<file path="src/rtl/seg7_pkg.sv">
// Shared types and constants for the multiplexed 7-segment display driver:
// scan FSM states, the active-low a..g code table and the all-dark pattern.
package seg7_pkg;

    typedef enum logic [1:0] {
        IDLE  = 2'd0,
        LOAD  = 2'd1,
        DRIVE = 2'd2,
        BLANK = 2'd3
    } state_t;

    localparam logic [7:0] SEG_DARK = 8'hFF;

    // Active-low {g,f,e,d,c,b,a} patterns for hex digits 0..F
    localparam logic [6:0] SEG_CODES [16] = '{
        7'h40, 7'h79, 7'h24, 7'h30, 7'h19, 7'h12, 7'h02, 7'h78,
        7'h00, 7'h10, 7'h08, 7'h03, 7'h46, 7'h21, 7'h06, 7'h0E
    };

endpackage

</file>
<file path="src/rtl/seg7_decoder.sv">
// Nibble plus decimal-point flag to the active-low {dp,g,f,e,d,c,b,a} pattern.
module seg7_decoder
    import seg7_pkg::*;
(
    input  logic [3:0] nibble,
    input  logic       dp,
    output logic [7:0] seg
);

    // Table lookup; dp input is 1 = lit, so it is inverted onto the pin level
    always_comb begin
        seg = {~dp, SEG_CODES[nibble]};
    end

endmodule

</file>
<file path="src/rtl/seven_segment_mux_driver.sv">
// Time-multiplexed N-digit common-anode 7-segment driver with shadow-buffered data.
// Optional macro LEADING_ZERO_BLANK_EN blanks segments a..g of leading zero digits.
module seven_segment_mux_driver
    import seg7_pkg::*;
#(
    parameter int N_DIGITS    = 4,
    parameter int DIGIT_TICKS = 200000,
    parameter int BLANK_TICKS = 0
) (
    input  logic                  CLK,
    input  logic                  RST,
    input  logic                  ENABLE,
    input  logic [4*N_DIGITS-1:0] DATA_IN,
    input  logic [N_DIGITS-1:0]   DP_IN,
    input  logic                  DATA_VALID,
    output logic [7:0]            SEG_OUT,
    output logic [N_DIGITS-1:0]   AN_OUT,
    output logic                  FRAME_DONE
);

    localparam int MAX_TICKS = (DIGIT_TICKS > BLANK_TICKS) ? DIGIT_TICKS : BLANK_TICKS;
    localparam int CNT_W     = $clog2(MAX_TICKS + 1);
    localparam int IDX_W     = (N_DIGITS > 1) ? $clog2(N_DIGITS) : 1;

    localparam logic [CNT_W-1:0] CNT_ZERO   = CNT_W'(0);
    localparam logic [CNT_W-1:0] CNT_ONE    = CNT_W'(1);
    localparam logic [CNT_W-1:0] DIGIT_LAST = CNT_W'(DIGIT_TICKS - 1);
    localparam logic [CNT_W-1:0] BLANK_LAST = CNT_W'((BLANK_TICKS > 0) ? BLANK_TICKS - 1 : 0);
    localparam logic [IDX_W-1:0] IDX_ZERO   = IDX_W'(0);
    localparam logic [IDX_W-1:0] IDX_ONE    = IDX_W'(1);
    localparam logic [IDX_W-1:0] LAST_IDX   = IDX_W'(N_DIGITS - 1);

    state_t                  state_r, state_nx;
    logic [CNT_W-1:0]        cnt_r, cnt_nx;
    logic [IDX_W-1:0]        idx_r, idx_nx;
    logic [4*N_DIGITS-1:0]   shadow_data_r, shadow_data_nx;
    logic [N_DIGITS-1:0]     shadow_dp_r, shadow_dp_nx;
    logic [4*N_DIGITS-1:0]   pend_data_r, pend_data_nx;
    logic [N_DIGITS-1:0]     pend_dp_r, pend_dp_nx;
    logic                    pend_flag_r, pend_flag_nx;
    logic                    frame_done_nx;

    logic [3:0]              nib_s;
    logic                    dp_s;
    logic                    blank_s;
    logic [N_DIGITS-1:0]     lz_blank_s;
    logic [7:0]              dec_seg_s;
    logic [7:0]              seg_nx;
    logic [N_DIGITS-1:0]     an_nx;

    // Scan FSM, tick counter, digit index and pending/shadow buffer next-state
    always_comb begin
        state_nx       = state_r;
        cnt_nx         = cnt_r;
        idx_nx         = idx_r;
        shadow_data_nx = shadow_data_r;
        shadow_dp_nx   = shadow_dp_r;
        pend_data_nx   = pend_data_r;
        pend_dp_nx     = pend_dp_r;
        pend_flag_nx   = pend_flag_r;
        frame_done_nx  = 1'b0;

        if (DATA_VALID) begin
            pend_data_nx = DATA_IN;
            pend_dp_nx   = DP_IN;
            pend_flag_nx = 1'b1;
        end else begin
            pend_flag_nx = pend_flag_r;
        end

        if (!ENABLE) begin
            state_nx = IDLE;
            cnt_nx   = CNT_ZERO;
            idx_nx   = IDX_ZERO;
        end else begin
            case (state_r)
                IDLE: begin
                    state_nx = LOAD;
                    cnt_nx   = CNT_ZERO;
                end
                LOAD: begin
                    state_nx = DRIVE;
                    cnt_nx   = CNT_ZERO;
                    idx_nx   = IDX_ZERO;
                    // A strobe landing in LOAD goes straight to the shadow
                    if (DATA_VALID) begin
                        shadow_data_nx = DATA_IN;
                        shadow_dp_nx   = DP_IN;
                        pend_data_nx   = pend_data_r;
                        pend_dp_nx     = pend_dp_r;
                        pend_flag_nx   = 1'b0;
                    end else if (pend_flag_r) begin
                        shadow_data_nx = pend_data_r;
                        shadow_dp_nx   = pend_dp_r;
                        pend_flag_nx   = 1'b0;
                    end else begin
                        shadow_data_nx = shadow_data_r;
                    end
                end
                DRIVE: begin
                    if (cnt_r == DIGIT_LAST) begin
                        cnt_nx = CNT_ZERO;
                        if (BLANK_TICKS > 0) begin
                            state_nx = BLANK;
                        end else if (idx_r == LAST_IDX) begin
                            state_nx      = LOAD;
                            frame_done_nx = 1'b1;
                        end else begin
                            state_nx = DRIVE;
                            idx_nx   = idx_r + IDX_ONE;
                        end
                    end else begin
                        cnt_nx = cnt_r + CNT_ONE;
                    end
                end
                BLANK: begin
                    if (cnt_r == BLANK_LAST) begin
                        cnt_nx = CNT_ZERO;
                        if (idx_r == LAST_IDX) begin
                            state_nx      = LOAD;
                            frame_done_nx = 1'b1;
                        end else begin
                            state_nx = DRIVE;
                            idx_nx   = idx_r + IDX_ONE;
                        end
                    end else begin
                        cnt_nx = cnt_r + CNT_ONE;
                    end
                end
                default: begin
                    state_nx = IDLE;
                    cnt_nx   = CNT_ZERO;
                    idx_nx   = IDX_ZERO;
                end
            endcase
        end
    end

`ifdef LEADING_ZERO_BLANK_EN
    logic nz_seen_s;

    // Digits above the most significant non-zero nibble are blanked; digit 0 never is
    always_comb begin
        lz_blank_s = {N_DIGITS{1'b0}};
        nz_seen_s  = 1'b0;
        for (int k = N_DIGITS - 1; k >= 1; k--) begin
            nz_seen_s     = nz_seen_s | (shadow_data_nx[4*k +: 4] != 4'h0);
            lz_blank_s[k] = ~nz_seen_s;
        end
    end
`else
    // Every digit is always decoded
    always_comb begin
        lz_blank_s = {N_DIGITS{1'b0}};
    end
`endif

    // Select the digit about to be shown; outputs are computed from next-state
    // values so the registered pins change on the same edge as the FSM
    always_comb begin
        nib_s   = 4'h0;
        dp_s    = 1'b0;
        blank_s = 1'b0;
        for (int k = 0; k < N_DIGITS; k++) begin
            nib_s   = (idx_nx == IDX_W'(k)) ? shadow_data_nx[4*k +: 4] : nib_s;
            dp_s    = (idx_nx == IDX_W'(k)) ? shadow_dp_nx[k]          : dp_s;
            blank_s = (idx_nx == IDX_W'(k)) ? lz_blank_s[k]            : blank_s;
        end
    end

    seg7_decoder u_dec (
        .nibble (nib_s),
        .dp     (dp_s),
        .seg    (dec_seg_s)
    );

    // Pin patterns: one anode low and decoded segments only while driving
    always_comb begin
        seg_nx = SEG_DARK;
        an_nx  = {N_DIGITS{1'b1}};
        if (state_nx == DRIVE) begin
            seg_nx = {dec_seg_s[7], blank_s ? 7'h7F : dec_seg_s[6:0]};
            for (int k = 0; k < N_DIGITS; k++) begin
                an_nx[k] = (idx_nx != IDX_W'(k));
            end
        end else begin
            seg_nx = SEG_DARK;
            an_nx  = {N_DIGITS{1'b1}};
        end
    end

    // State, buffers and registered outputs
    always_ff @(posedge CLK or posedge RST) begin
        if (RST) begin
            state_r       <= IDLE;
            cnt_r         <= CNT_ZERO;
            idx_r         <= IDX_ZERO;
            shadow_data_r <= {(4*N_DIGITS){1'b0}};
            shadow_dp_r   <= {N_DIGITS{1'b0}};
            pend_data_r   <= {(4*N_DIGITS){1'b0}};
            pend_dp_r     <= {N_DIGITS{1'b0}};
            pend_flag_r   <= 1'b0;
            SEG_OUT       <= SEG_DARK;
            AN_OUT        <= {N_DIGITS{1'b1}};
            FRAME_DONE    <= 1'b0;
        end else begin
            state_r       <= state_nx;
            cnt_r         <= cnt_nx;
            idx_r         <= idx_nx;
            shadow_data_r <= shadow_data_nx;
            shadow_dp_r   <= shadow_dp_nx;
            pend_data_r   <= pend_data_nx;
            pend_dp_r     <= pend_dp_nx;
            pend_flag_r   <= pend_flag_nx;
            SEG_OUT       <= seg_nx;
            AN_OUT        <= an_nx;
            FRAME_DONE    <= frame_done_nx;
        end
    end

endmodule

</file>
<file path="config.mk">
export PLATFORM = sky130hd
export DESIGN_NAME = seven_segment_mux_driver
export DESIGN_NICKNAME = d
export VERILOG_FILES = /design/src/rtl/seg7_pkg.sv /design/src/rtl/seg7_decoder.sv /design/src/rtl/seven_segment_mux_driver.sv
export SDC_FILE = /design/constraint.sdc
export NUM_CORES = 1
export LEC_CHECK = 0
export ABC_AREA = 1
export BUFFER_PORTS_ARGS = -buffer_cell sky130_fd_sc_hd__buf_2
export CORE_MARGIN = 2
export CORE_UTILIZATION = 54
export DETAILED_ROUTE_END_ITERATION = 6
export PLACE_DENSITY = 0.76
export SLEW_MARGIN = 5
export SYNTH_ARGS = -nofsm -noshare
export SYNTH_HDL_FRONTEND = slang
export SYNTH_SLANG_ARGS = --single-unit
</file>
<file path="constraint.sdc">
create_clock -name CLK -period 2.55 [get_ports CLK]
set_input_delay 0.51 -clock CLK [delete_from_list [all_inputs] [get_ports CLK]]
set_output_delay 0.51 -clock CLK [all_outputs]
set_load 0.02 [all_outputs]
</file>
# Word level (Yosys, flattened, before mapping)
# Memory sizes are Yosys's and may differ from the RTL's.
# Index checks and enable logic that the tools add are counted.
[totals]
reg_bits = 76
romBits = 112
in_bits = 24
mem_count = 1
[mem_list]
columns = ["memory", "depth", "width", "rd", "rd_clocked_by_memory_dff", "write_ports", "line", "source"]
rows = [
  ["(name not given)", 16, 7, 1, 0, 0, "seg7_decoder.sv:12", "seg = {~dp, SEG_CODES[nibble]};"],
]
[classes]
n_addsub = 2
n_lt_le_gt_ge = 1
n_eq_ne = 13
muxes = 52
bitwise_logic = 2
reduce_logical = 5
[ops]
columns = ["operator", "n"]
rows = [
  ["$mux W16", 8],
  ["$mux W18", 3],
  ["$pmux W18 S3", 1],
  ["$mux W4", 13],
  ["$add A18 B1 Y18 const B", 1],
  ["$eq A18 B18 Y1 const B", 1],
  ["$logic_not A18 Y1", 1],
  ["$mux W2", 8],
  ["$mux W7", 2],
  ["$mux W1", 13],
  ["$eq A2 B2 Y1 const B", 6],
  ["$mux W8", 1],
  ["$pmux W2 S4", 1],
  ["$pmux W2 S3", 1],
  ["$ge A5 B5 Y1 const B", 1],
  ["$not A4 Y5", 1],
  ["$eq A2 B1 Y1 const B", 2],
  ["$logic_not A2 Y1", 2],
  ["$ne A2 B2 Y1 const B", 2],
  ["$ne A3 B3 Y1 const B", 1],
  ["$add A2 B1 Y2 const B", 1],
  ["$ne A2 B1 Y1 const B", 1],
  ["$pmux W1 S2", 1],
  ["$reduce_bool A2 Y1", 1],
  ["other kinds (2)", 2],
]

# Depth between registers and ports, before layout
[depth]
word_depth = 15
depth_mapped = 22
ltp_nobuf = 22

# Hierarchy
# A second synthesis with hierarchy kept.
[hier_totals]
cells_unflattened = 468
hier_area_um2 = 3990.1
[modules_own_cells]
columns = ["module", "instances", "cells_each", "area_each_um2", "seq_area_each_um2"]
rows = [
  ["seven_segment_mux_driver", 1, 418, 3712.3, 1916.8],
  ["seg7_decoder", 1, 50, 277.8, 0.0],
]

# Worst setup path after synthesis
# No wires, ideal clock.
[synth_path]
path_kind = "reg2reg"
start = "register cnt_r[0]"
end = "register SEG_OUT[0]"
setup_time_ns = 0.090
t_arrival_ns = 2.239
required_ns = 2.460
slack_ns = 0.220
stages_incl_launch_ff = 20
n_path_buf = 0
cell_sequence = "dfrtp_1 ha_1 nand3_2 nor2_1 nand3_2 nand2_1 nand3_2 nand2_4 nand2_8 nand2_8 nor2_2 nand2_1 nand3_2 nor2_4 inv_1 ha_1 inv_1 nand2_1 nand3_1 nand3_1"
[synth_between]
elab_chain_cells = 14
elab_cells_between_ends = 24
cone_classes = "5 x eq/ne; 15 x mux; 1 x bitwise; 2 x reduce/logical; 1 x memory"
[synth_lines]
columns = ["element", "line", "source"]
rows = [
  ["from (decl)", "seven_segment_mux_driver.sv:34", "logic [CNT_W-1:0] cnt_r, cnt_nx;"],
  ["from (signal assigned)", "seven_segment_mux_driver.sv:208", "cnt_r <= cnt_nx;"],
  ["$eq A18 B18 Y1 / $logic_not A18 Y1 (equally long branches)", "seven_segment_mux_driver.sv:101, seven_segment_mux_driver.sv:117", ""],
  ["$mux W2, on equally long branches", "seven_segment_mux_driver.sv:101, seven_segment_mux_driver.sv:117", ""],
  ["$pmux W2 S3", "seven_segment_mux_driver.sv:76", "case (state_r)"],
  ["$mux W2", "seven_segment_mux_driver.sv:71", "if (!ENABLE) begin"],
  ["$logic_not A2 Y1", "-", ""],
  ["$mux W4 (4 in series)", "seven_segment_mux_driver.sv:165", "nib_s = (idx_nx == IDX_W'(k)) ? shadow_data_nx[4*k +: 4] : nib_s;"],
  ["$not A4 Y5 (not written as such)", "seg7_decoder.sv:12", ""],
  ["$mem_v2 Z16 W7", "-", ""],
  ["$mux W7 (not written as such) (2 in series)", "seg7_decoder.sv:12", ""],
  ["$mux W8 *", "seven_segment_mux_driver.sv:181", "if (state_nx == DRIVE) begin"],
  ["net seg_nx[0]", "seven_segment_mux_driver.sv:48", "logic [7:0] seg_nx;"],
  ["to (signal assigned)", "seven_segment_mux_driver.sv:215", "SEG_OUT <= seg_nx;"],
  ["to (decl)", "seven_segment_mux_driver.sv:16", "output logic [7:0] SEG_OUT,"],
]
# Mark *: on every way through the listed nets, which the timed path passes. The rest lies on a longest branch. The select of a mux whose other input is x is not followed.
# A chain may end at the register's enable or synchronous reset.

# Worst setup path in the final report
# Ends and elaborated chain as after synthesis.

==> results.py <==
metrics = {
    "status": {
        "status": "finished clean",
    },
    "sta": {
        "post-route-min-period_ns": 2.55,
        "finalSetupViolations": 0,
        "drv_slew": 0,
        "rsz0062_at_grt": "true",
        "fin_skew_ns": 0.00662,
        "min_period_over_period": 0.998,
        "max_freq_mhz": 393,
        "fin_ws_ns": 0.00409,
        "setup_tns_ns": 0,
        "tightest_slew_ns": 0.900,
        "slew_headroom": 0.398,
        "hold_viol": 0,
    },
    "cells_and_area": {
        "final_cell_area_um2": 4730,
        "register_area_um2": 1920,
        "mostFrequentLayoutCell": "nand2_1",
        "drive_gt1_frac": 0.325,
        "fill_cells": 575,
        "diodes": 0,
        "multiInputGateArea_um2": 1870,
        "mostFrequentLayoutCells": "nand2_1 (76), dfrtp_1 (64), inv_1 (57)",
        "area_growth_pct": 18.4,
        "finalNonFillerCells": 604,
        "num-nets-final": 532,
    },
    "global_routing": {
        "grt_max_degree": 77,
        "grt_pass1_vias": 3081,
        "grt_pass1_wl_um": 14000,
        "gr-usage-all-layers": 0.209,
        "grt_overflow": 0,
        "antenna_found_initial": 0,
    },
    "route": {
        "routed_wirelength_um": 8360,
        "dr.pass1.iters": 4,
        "wl_per_cell_um": 13.8,
        "vias": 3146,
        "viasPerCell": 5.21,
        "drc": 0,
        "dr.first_iter.drc_count": 132,
        "postRouteAntennaNets": 0,
    },
    "clock_network": {
        "cts_inserted_buffers": 9,
        "clk_latency_ns": 0.35,
        "cts_tree": "built",
        "clock_sinks": 76,
        "clk_path_buf_depth": 2,
        "cts_htree_levels": 3,
        "clkTransAtPathRegs_ns": 0.08,
        "clock-root-buffer": "clkbuf_8",
        "cts_hold_buf": 0,
    },
    "worst_setup_path": {
        "crit_fanout": 6,
        "required_ns": 2.80,
        "cp-start-kind": "register",
        "arrival_ns": 2.79,
        "worstSetupPathType": "register to register",
        "cp-end-kind": "register",
    },
    "placement": {
        "gp_congestion": 0.865,
        "io_buffers": 36,
        "place_ws_ns": -0.0364,
        "dp.cells": 575,
        "hpwl_um": 5800,
        "dpl_cell_area_um2": 4330,
    },
    "synthesis": {
        "syn_avg_cell_area_um2": 9.02,
        "synth_top_area_share": 0.401,
        "synth_seq_cells": 76,
        "synth_area_um2": 4000,
        "seq_area_frac_synth": 0.479,
        "syn_inst": 443,
        "synth.distinct_cells": 38,
        "syn_nets": 475,
        "synth_area_leader_cell": "dfrtp_1",
        "synth_area_leaders": "dfrtp_1 (40%), dfstp_2 (7.9%), nand2_1 (7.3%)",
        "yosys_warnings": 0,
    },
    "die": {
        "die_x_um": 90.0,
        "die_area_um2": 8110,
        "ioPinCount": 37,
        "start_util": 0.554,
        "die_y_um": 90.0,
        "core_um2": 7210,
        "rows": 31,
    },
    "power_and_ir_drop": {
        "p_leak_nw": 2.13,
        "power_density_nw_per_um2": 805,
        "vdd_drop_max_mv": 0.399,
    },
    "job": {
        "drv_cap": 0,
    },
    "worst_hold_path": {
        "hp-class": "primary input to async pin",
    },
}
## final timing paths
check,slack (ns),cells after the start,to,start
setup / recovery,0.004,19,SEG_OUT[0],cnt_r[0]
hold / removal,0.23,3,pend_data_r[7],RST
setup reg to reg,0.004,19,SEG_OUT[0],cnt_r[0]
hold reg to reg,0.51,2,shadow_data_r[1],shadow_data_r[1]
max in group asynchronous,1.96,3,SEG_OUT[6],RST
min in group CLK,0.41,2,pend_data_r[0],DATA_IN[0]
## metal layers
layer	routed length (µm)	GRT usage	share of wire
met2	4090	0.348	0.49
met3	295	0.0486	0.035
met1	3820	0.280	0.46
met5	0	0	0
met4	151	0.0500	0.018
## logic make-up (layout without fill, tap and decap cells)
| kind of cell | after synthesis | in the layout | share of synthesized area |
|---|---|---|---|
| multiplexers | 20 | 20 | 0.0563 |
| XOR/XNOR | 7 | 7 | 0.0153 |
| adder cells (fa/ha/maj) | 8 | 8 | 0.0250 |
| AO/OA/AOI/OAI | 53 | 53 | 0.0795 |
| buffers and inverters | 77 | 139 | 0.0745 |
| flip-flops | 76 | 76 | 0.479 |
| AND/OR/NAND/NOR | 202 | 202 | 0.270 |
## critical path: stages, from the launching register on
cell and delay [ns]:
dfrtp_1 0.39, ha_1 0.22, nand3_2 0.10, nor2_1 0.19, nand3_2 0.10, nand2_1 0.12, nand3_2 0.10, nand2_4 0.10
nand2_8 0.09, nand2_8 0.11, nor2_4 0.05, nand2_2 0.06, nand3_2 0.08, nor2_4 0.18, inv_2 0.10, ha_4 0.18
inv_1 0.05, nand2_1 0.08, nand3_2 0.08, nand3_1 0.08
## synthesized netlist by cell type (all sizes together)
cell and instances:
clkbuf 8, xor2 5, a21oi 4, a211oi 2
inv 64, buf 5, nor3 7, dfrtp 64
o211ai 1, a31oi 1, nor2 53, o21ai 17
nor3b 2, nand2 93, nor4 2, mux2 20
o32ai 1, dfstp 12, nand3 35, nand4 10
ha 8, xnor2 2, o22ai 26, o2111ai 1
## power by group
group	switching [W]	total (W)	internal, W	leakage (nW)
logic	0.000794	0.00128	0.000490	1.12
clock network	0.000448	0.000995	0.000547	0.109
registers	0.0000754	0.00153	0.00146	0.905
## layout make-up
class | instances | area share
well taps | 99 | 0.0262
clock inverters | 7 | 0.0193
repair buffers | 59 | 0.0775
clock buffers | 9 | 0.0262
multi-input cells | 290 | 0.395
flip-flops and latches | 76 | 0.405
inverters | 64 | 0.0508
## per-stage QoR
step | power (W) | hold slack, ns | utilization
finish | 0.00381 | 0.228 | 0.656
global route | 0.00405 | 0.291 | 0.656
CTS | 0.00366 | 0.255 | 0.633
detailed placement | 0.00263 | 0.487 | 0.600
global placement | 0.00259 | 0.470 | 0.600
floorplan | 0.00236 | 0.449 | -
## flip-flops by register name (all words and copies together), names as in the netlist
signal         count
pend_dp_r          4
shadow_data_r     16
state_r            2
AN_OUT             4
pend_data_r       16
FRAME_DONE         1
idx_r              2
cnt_r             18
pend_flag_r        1
SEG_OUT            8
shadow_dp_r        4
## repair_timing
item,4_1_cts,5_1_grt
pin swaps,1,11
buffers inserted,2,11
gates resized for setup,2,18
endpoints found under the setup margin,4,8
No activity file was read; power rests on OpenSTA's default activity.
